## config.mk

```make
export PLATFORM = sky130hd
export DESIGN_NAME = calc_key_ctrl_flat
export DESIGN_NICKNAME = d
export VERILOG_FILES = /design/src/rtl/calc_key_ctrl_if.sv /design/src/rtl/calc_key_ctrl.sv /design/src/flat_wrapper.sv
export SDC_FILE = /design/constraint.sdc
export NUM_CORES = 1
export LEC_CHECK = 0
export ABC_AREA = 1
export ABC_CLOCK_PERIOD_IN_PS = 3300
export BUFFER_PORTS_ARGS = -buffer_cell sky130_fd_sc_hd__buf_2
export CAP_MARGIN = 20
export CORE_MARGIN = 10
export CORE_UTILIZATION = 60
export CTS_CLUSTER_SIZE = 24
export DETAILED_ROUTE_END_ITERATION = 10
export PLACE_DENSITY = 0.81
export SKIP_CTS_REPAIR_TIMING = 1
export SYNTH_ARGS = -nofsm -noshare
export SYNTH_HDL_FRONTEND = slang
export SYNTH_SLANG_ARGS = --single-unit
```

## constraint.sdc

```tcl
create_clock -name clk -period 3.3 [get_ports clk]
set_input_delay 0.495 -clock clk [delete_from_list [all_inputs] [get_ports clk]]
set_output_delay 0.495 -clock clk [all_outputs]
set_load 0.01 [all_outputs]
```

## src/rtl/calc_key_ctrl_if.sv

```systemverilog
// Key-event input and display-value output bundle between the keypad decoder,
// the calculator controller and the seven-segment scan stage.
interface calc_key_ctrl_if;
    logic       key_valid;
    logic [3:0] key_code;
    logic [6:0] value1;
    logic [3:0] value2;
    logic [6:0] value3;
    logic [1:0] control;
    logic [1:0] op_sel;
    logic       neg;
    logic       res_valid;

    modport master (
        output key_valid, key_code,
        input  value1, value2, value3, control, op_sel, neg, res_valid
    );

    modport slave (
        input  key_valid, key_code,
        output value1, value2, value3, control, op_sel, neg, res_valid
    );
endinterface

```

## src/rtl/calc_key_ctrl.sv

```systemverilog
// Single-digit keypad calculator FSM plus free-running digit-scan select generator.
// Outputs registered, key visible one cycle after acceptance; no backpressure, every key pulse is consumed.
module calc_key_ctrl #(
    parameter int SCAN_DIV = 100000,
    parameter int DIV_W    = 17
) (
    input  logic           clk,
    input  logic           rst_n,
    calc_key_ctrl_if.slave bus
);

    localparam logic [3:0] K_ADD   = 4'hA;
    localparam logic [3:0] K_SUB   = 4'hB;
    localparam logic [3:0] K_MUL   = 4'hC;
    localparam logic [3:0] K_ENTER = 4'hE;
    localparam logic [3:0] K_CLEAR = 4'hF;
    localparam logic [DIV_W-1:0] DIV_LAST = DIV_W'(SCAN_DIV - 1);

    typedef enum logic [2:0] {S_A, S_OP, S_B, S_EQ, S_RES} state_t;

    state_t           state;
    logic [3:0]       a_q;
    logic [3:0]       b_q;
    logic [6:0]       res_q;
    logic [1:0]       op_q;
    logic             neg_q;
    logic             rv_q;
    logic [DIV_W-1:0] div_cnt;
    logic [1:0]       ctrl_q;

    logic       is_digit;
    logic       is_op;
    logic [1:0] op_code;
    logic [6:0] result_c;
    logic       neg_c;

    always_comb begin
        is_digit = (bus.key_code <= 4'd9);
        is_op    = 1'b1;
        op_code  = 2'b00;
        case (bus.key_code)
            K_ADD:   op_code = 2'b01;
            K_SUB:   op_code = 2'b10;
            K_MUL:   op_code = 2'b11;
            default: is_op   = 1'b0;
        endcase
    end

    // Operands are single digits, so every result fits 7 bits without saturation.
    always_comb begin
        result_c = 7'd0;
        neg_c    = 1'b0;
        case (op_q)
            2'b01: result_c = {3'b000, a_q} + {3'b000, b_q};
            2'b10: begin
                neg_c    = (a_q < b_q);
                result_c = neg_c ? {3'b000, b_q - a_q} : {3'b000, a_q - b_q};
            end
            2'b11: result_c = {3'b000, a_q} * {3'b000, b_q};
            default: result_c = 7'd0;
        endcase
    end

    always_ff @(posedge clk or negedge rst_n) begin
        if (!rst_n) begin
            state   <= S_A;
            a_q     <= 4'd0;
            b_q     <= 4'd0;
            res_q   <= 7'd0;
            op_q    <= 2'b00;
            neg_q   <= 1'b0;
            rv_q    <= 1'b0;
            div_cnt <= '0;
            ctrl_q  <= 2'b00;
        end else begin
            // Scan timing never depends on key traffic, including CLEAR.
            if (div_cnt == DIV_LAST) begin
                div_cnt <= '0;
                ctrl_q  <= ctrl_q + 2'd1;
            end else begin
                div_cnt <= div_cnt + 1'b1;
            end

            if (bus.key_valid) begin
                if (bus.key_code == K_CLEAR) begin
                    state <= S_A;
                    a_q   <= 4'd0;
                    b_q   <= 4'd0;
                    res_q <= 7'd0;
                    op_q  <= 2'b00;
                    neg_q <= 1'b0;
                    rv_q  <= 1'b0;
                end else begin
                    case (state)
                        S_A: if (is_digit) begin
                            a_q   <= bus.key_code;
                            state <= S_OP;
                        end
                        S_OP: if (is_digit) begin
                            a_q <= bus.key_code;
                        end else if (is_op) begin
                            op_q  <= op_code;
                            state <= S_B;
                        end
                        S_B: if (is_digit) begin
                            b_q   <= bus.key_code;
                            state <= S_EQ;
                        end else if (is_op) begin
                            op_q <= op_code;
                        end
                        S_EQ: if (is_digit) begin
                            b_q <= bus.key_code;
                        end else if (bus.key_code == K_ENTER) begin
                            res_q <= result_c;
                            neg_q <= neg_c;
                            rv_q  <= 1'b1;
                            state <= S_RES;
                        end
                        // A new digit starts a fresh calculation; the result is too wide to chain.
                        S_RES: if (is_digit) begin
                            a_q   <= bus.key_code;
                            b_q   <= 4'd0;
                            res_q <= 7'd0;
                            op_q  <= 2'b00;
                            neg_q <= 1'b0;
                            rv_q  <= 1'b0;
                            state <= S_OP;
                        end
                        default: state <= S_A;
                    endcase
                end
            end
        end
    end

    assign bus.value1    = {3'b000, a_q};
    assign bus.value2    = b_q;
    assign bus.value3    = res_q;
    assign bus.control   = ctrl_q;
    assign bus.op_sel    = op_q;
    assign bus.neg       = neg_q;
    assign bus.res_valid = rv_q;

endmodule

```

## src/flat_wrapper.sv

```systemverilog
// flat-port wrapper written by rule: the top's interface ports become plain ports
module calc_key_ctrl_flat 
#(
    parameter int SCAN_DIV = 100000,
    parameter int DIV_W    = 17
)
  (clk, rst_n, bus_key_valid, bus_key_code, bus_value1, bus_value2, bus_value3, bus_control, bus_op_sel, bus_neg, bus_res_valid);
  calc_key_ctrl_if bus_i ();
  input  logic clk;
  input  logic rst_n;
  input wire logic [$bits(bus_i.key_valid)-1:0] bus_key_valid;
  input wire logic [$bits(bus_i.key_code)-1:0] bus_key_code;
  output wire logic [$bits(bus_i.value1)-1:0] bus_value1;
  output wire logic [$bits(bus_i.value2)-1:0] bus_value2;
  output wire logic [$bits(bus_i.value3)-1:0] bus_value3;
  output wire logic [$bits(bus_i.control)-1:0] bus_control;
  output wire logic [$bits(bus_i.op_sel)-1:0] bus_op_sel;
  output wire logic [$bits(bus_i.neg)-1:0] bus_neg;
  output wire logic [$bits(bus_i.res_valid)-1:0] bus_res_valid;
  assign bus_i.key_valid = bus_key_valid;
  assign bus_i.key_code = bus_key_code;
  assign bus_value1 = bus_i.value1;
  assign bus_value2 = bus_i.value2;
  assign bus_value3 = bus_i.value3;
  assign bus_control = bus_i.control;
  assign bus_op_sel = bus_i.op_sel;
  assign bus_neg = bus_i.neg;
  assign bus_res_valid = bus_i.res_valid;
  calc_key_ctrl #(.SCAN_DIV(SCAN_DIV), .DIV_W(DIV_W)) u_core (.clk(clk), .rst_n(rst_n), .bus(bus_i));
endmodule
```

Word level (Yosys, flattened, before mapping)
Index checks and enable logic that the tools add are counted.
- input port bits: 7
- register bits: 41
- logic and storage cells: 95
- output and inout port bits: 24
- multiply operators: 1
- $add $sub $neg: 5
- multiplexer cells: 39
- reduce and logical (&&, ||, !) cells: 16
- eq/ne operators: 23
- order comparisons: 2
- operator list (operator ; count):
    $mux W7 ; 4
    $mux W4 ; 6
    $mux W3 ; 7
    $ne A3 B1 Y1 const B ; 7
    $pmux W7 S3 ; 1
    $eq A4 B4 Y1 const B ; 5
    $add A17 B1 Y17 const B ; 1
    $eq A17 B17 Y1 const B ; 1
    $mux W17 ; 1
    $pmux W7 S2 ; 1
    $pmux W3 S4 ; 1
    $reduce_and A5 Y1 ; 2
    $mux W1 ; 9
    $ne A3 B3 Y1 const B ; 3
    $reduce_bool A3 Y1 ; 3
    $mux W2 ; 4
    $pmux W4 S2 ; 1
    $sub A4 B4 Y4 ; 2
    $mul A4 B4 Y7 ; 1
    $reduce_and A7 Y1 ; 1
    $eq A3 B2 Y1 const B ; 2
    $pmux W2 S3 ; 1
    $reduce_or A2 Y1 ; 3
    $reduce_or A3 Y1 ; 2
    14 further kinds ; 17

Depth between registers and ports, before layout
- word-level depth: 7
- gate-level depth with buffers: 13
- mapped depth without buffers: 13

Worst setup path after synthesis
Ideal clock, no wire load.
- path kind: reg-to-reg
- start: register u_core.a_q[1]
- end: register u_core.res_q[3], in the netlist u_core.bus.value3[3]
- setup time: 0.065 ns
- path buffers: 0
- cell stages (with the launch flop): 13
- arrival time: 2.767 ns
- path slack: 0.468 ns
- clock period less this slack: 2.832 ns
- path through: dfrtp_1 -> nand2_1 -> fa_1 -> inv_1 -> fa_1 -> inv_1 -> fa_1 -> or2_2 -> nand2_1 -> inv_1 -> nand2_1 -> nand2_1 -> nand2_1
- word-level cells in the longest chain between the ends: 7
- elaborated cells on any way between the ends: 11
- those cells by class: add/sub (3); mul (1); order compare (1); mux (6)
- ends and longest elaborated chain (element ; RTL line ; source):
    from (decl) ; calc_key_ctrl.sv:22 ; logic [3:0] a_q;
    from (signal assigned) ; calc_key_ctrl.sv:96 ; a_q <= bus.key_code;
    from (signal assigned) ; calc_key_ctrl.sv:100 ; a_q <= bus.key_code;
    from (signal assigned) ; calc_key_ctrl.sv:121 ; a_q <= bus.key_code;
    branches (longest 2 deep; another with $mul A4 B4 Y7) ; n/a ;
    $pmux W7 S3 * ; calc_key_ctrl.sv:53 ; case (op_q)
    $mux W7 * ; calc_key_ctrl.sv:113 ; end else if (bus.key_code == K_ENTER) begin
    $mux W7 * ; calc_key_ctrl.sv:111 ; S_EQ: if (is_digit) begin
    $pmux W7 S2 * ; calc_key_ctrl.sv:94 ; case (state)
    $mux W7 * ; calc_key_ctrl.sv:85 ; if (bus.key_code == K_CLEAR) begin
    to (signal assigned) ; calc_key_ctrl.sv:114 ; res_q <= result_c;
    to (decl) ; calc_key_ctrl.sv:24 ; logic [6:0] res_q;
Every way passes the cells marked *. The select of a mux whose other input is x is not followed.
A chain may end at the register's enable or synchronous reset.

Worst setup path in the final report
- start: register u_core.b_q[3], in the netlist u_core.bus.value2[3]
- end: register u_core.res_q[3], in the netlist u_core.bus.value3[3]
- word-level cells in the longest chain between the ends: 7
- elaborated cells on any way between the ends: 11
- those cells by class: add/sub (3); mul (1); order compare (1); mux (6)
- ends and longest elaborated chain (element ; RTL line ; source):
    from (decl) ; calc_key_ctrl.sv:23 ; logic [3:0] b_q;
    from (signal assigned) ; calc_key_ctrl.sv:106 ; b_q <= bus.key_code;
    from (signal assigned) ; calc_key_ctrl.sv:112 ; b_q <= bus.key_code;
    branches (longest 2 deep; another with $mul A4 B4 Y7) ; n/a ;
    $pmux W7 S3 * ; calc_key_ctrl.sv:53 ;
    $mux W7 * ; calc_key_ctrl.sv:113 ;
    $mux W7 * ; calc_key_ctrl.sv:111 ;
    $pmux W7 S2 * ; calc_key_ctrl.sv:94 ;
    $mux W7 * ; calc_key_ctrl.sv:85 ;
Marks and branches as above.

==> flow_summary.ini <==
[status]
outcome = complete, no violations

[worst_setup_path]
endpoint = u_core.bus.value3[3]$_DFFE_PN0P_
cp_max_fo = 7
worstReg2RegStart = u_core.bus.value2[3]$_DFFE_PN0P_
r2r_slack_ns = 0.38
cp.required_ns = 3.52
arrival_ns = 3.14
critical_path_class = reg2reg
endpoint_kind = flip-flop
startpoint_type = flip-flop
startpoint = u_core.bus.value2[3]$_DFFE_PN0P_
rr_worst_depth = 12
reg2reg_to = u_core.bus.value3[3]$_DFFE_PN0P_

[timing]
fin_crit_ns = 2.92
final-max-slew-violation-count = 0
finClkSkew_ns = 0.0136
maxSlewHeadroom = 0.396
tightest_slew_ns = 0.905
hold_viol = 0
hold_ws_ns = 0.334
setup_viol = 0
fin_tns_setup_ns = 0
rsz0062_at_grt = false
clock.fmax_mhz = 343
fin_crit_sh = 0.884

[layout]
register_area_sq_um = 1030
multi_input_area_sq_um = 1760
syn_to_final_growth_pct = 10.9
final_area_sq_um = 3410
nNetsFinal = 467
layout-drive-gt1-share = 0.155
antennaDiodeCount = 0
fillers = 408

[global_route]
grt_use_met3 = 0.0354
use_met1 = 0.216
grt_pass1_wl_um = 12000
grt_max_degree = 42
grt_pass1_vias = 2632
grt_util_all_layers = 0.166
busiest_layer = met2
antenna_found_initial = 0
overflow = 0
grt_use_met2 = 0.273

[place]
hpwl_um = 5260
globalplace.congestion = 0.920
dpl_cell_area_sq_um = 3280
port_buffers = 27

[drt]
drc = 0
wl_um = 6560
dr.pass1.iters = 4
ant_nets = 0
num_vias = 2596
wire_per_inst_um = 13.1
via_per_inst = 5.20
drt_iter0_markers = 131

[synth]
ys.flop_type = dfrtp_1
syn_area_sq_um = 3080
synth-seq-cells = 41
yosys_warnings = 0
ys_seq_area_frac = 0.334
synthArstFlopShare = 1.00
synth-edff-count = 0
avgSynthCellArea_sq_um = 7.71
synth_top_area_cell = dfrtp_1
synthTopCellsByArea = dfrtp_1 33%, nand2_1 12%, ha_1 9.0%
synthCells = 399
synth_top_area_share = 0.334
synth.distinct_cells = 35
synth_common_cells = 100 x nand2_1, 64 x inv_1, 41 x dfrtp_1
synth.most_common_cell = nand2_1

[floorplanning]
core_area_sq_um = 4850
io_pins = 31
rows = 25
initial_core_util = 0.634
fp.dieW_um = 91.6
die_h_um = 91.6
dieArea_sq_um = 8390

[clocking]
cts_made_buffers = 5
clock_sinks = 41
clk_pin_slew_ns = 0.09
cts_root_buffer = clkbuf_8
cts_tree = done
clkLatencyLatePin_ns = 0.29
cts.htree.levels = 2
clk_path_buf_depth = 2

[pwr]
power_mw = 2.71
power_density_nw_per_um2 = 795
vdd_ir_drop_max_uv = 533
power_leakage_nw = 1.86

[hold_path]
worstHoldPathType = in2async

[job]
cap_violations = 0
kinds of logic (layout without fill, tap and decap cells):
logic type,after synthesis,count (layout),share of synthesized area
simple gates,193,193,0.299
buf+inv,75,106,0.0972
compound gates,43,43,0.0858
flops,41,41,0.334
fa+ha+maj,29,29,0.135
xor+xnor,17,17,0.0484
other cells,1,3,0.00122
critical path: stages (launching register included):
cell	delay (ns)
dfrtp_1	0.46
nand2_1	0.11
fa_1	0.54
inv_1	0.06
fa_1	0.56
inv_1	0.07
fa_1	0.48
or2_2	0.30
nand2_1	0.07
inv_1	0.03
nand2_1	0.06
nand2_1	0.05
nand2_1	0.07
cells in the final DEF (no fill, tap or decap), types with 12 or more instances in the layout:
cell type and instances:
buf_2 27, dfrtp_1 41, ha_1 22, inv_1 64, nand2_1 100, nand3_1 28
nor2_1 27, o21ai_0 15, o21ai_1 12, xor2_1 13
state kept, by name (all words and copies together) (netlist names):
register              cells
u_core.a_q                4
u_core.bus.control        2
u_core.bus.neg            1
u_core.bus.op_sel         2
u_core.bus.res_valid      1
u_core.bus.value2         4
u_core.bus.value3         7
u_core.div_cnt           17
u_core.state              3
cell type report:
cell class / count / area share
inverters: 69 / 0.0759
clock inverters: 3 / 0.0191
repair buffers: 29 / 0.0440
multi-input cells: 285 / 0.515
well taps: 67 / 0.0246
clock buffers: 5 / 0.0202
flip-flops and latches: 41 / 0.301
report_power, final:
part / switching [mW] / internal (mW) / leakage [nW]
clock: 0.169 / 0.301 / 0.0681
combinational: 0.938 / 0.572 / 1.26
sequential: 0.131 / 0.601 / 0.536
metrics by stage:
stage | worst slack [ns] | instances | utilization
after floorplan | 0.468 | 401 | -
after global placement | 0.504 | 491 | 0.676
after detailed placement | 0.385 | 491 | 0.676
after CTS | 0.373 | 499 | 0.703
after global routing | 0.194 | 499 | 0.703
final | 0.382 | 499 | 0.703
per-layer routing:
layer	wire length [um]	part of all wire
met1	3070	0.47
met5	0	0
met3	315	0.048
met2	3110	0.47
met4	66	0.010
worst min-delay path by stage:
stage | start | endpoint | slack (ns) | cells past startpoint
floorplan | rst_n | u_core.a_q[0]$_DFFE_PN0P_ | 0.20 | 0
CTS | rst_n | u_core.div_cnt[2]$_DFF_PN0_ | 0.37 | 1
global route | rst_n | u_core.div_cnt[2]$_DFF_PN0_ | 0.42 | 1
global placement | u_core.div_cnt[0]$_DFF_PN0_ | u_core.div_cnt[0]$_DFF_PN0_ | 0.45 | 1
finish | rst_n | u_core.div_cnt[2]$_DFF_PN0_ | 0.33 | 1
detailed placement | u_core.div_cnt[0]$_DFF_PN0_ | u_core.div_cnt[0]$_DFF_PN0_ | 0.45 | 1
No activity file was read; power rests on OpenSTA's default activity.
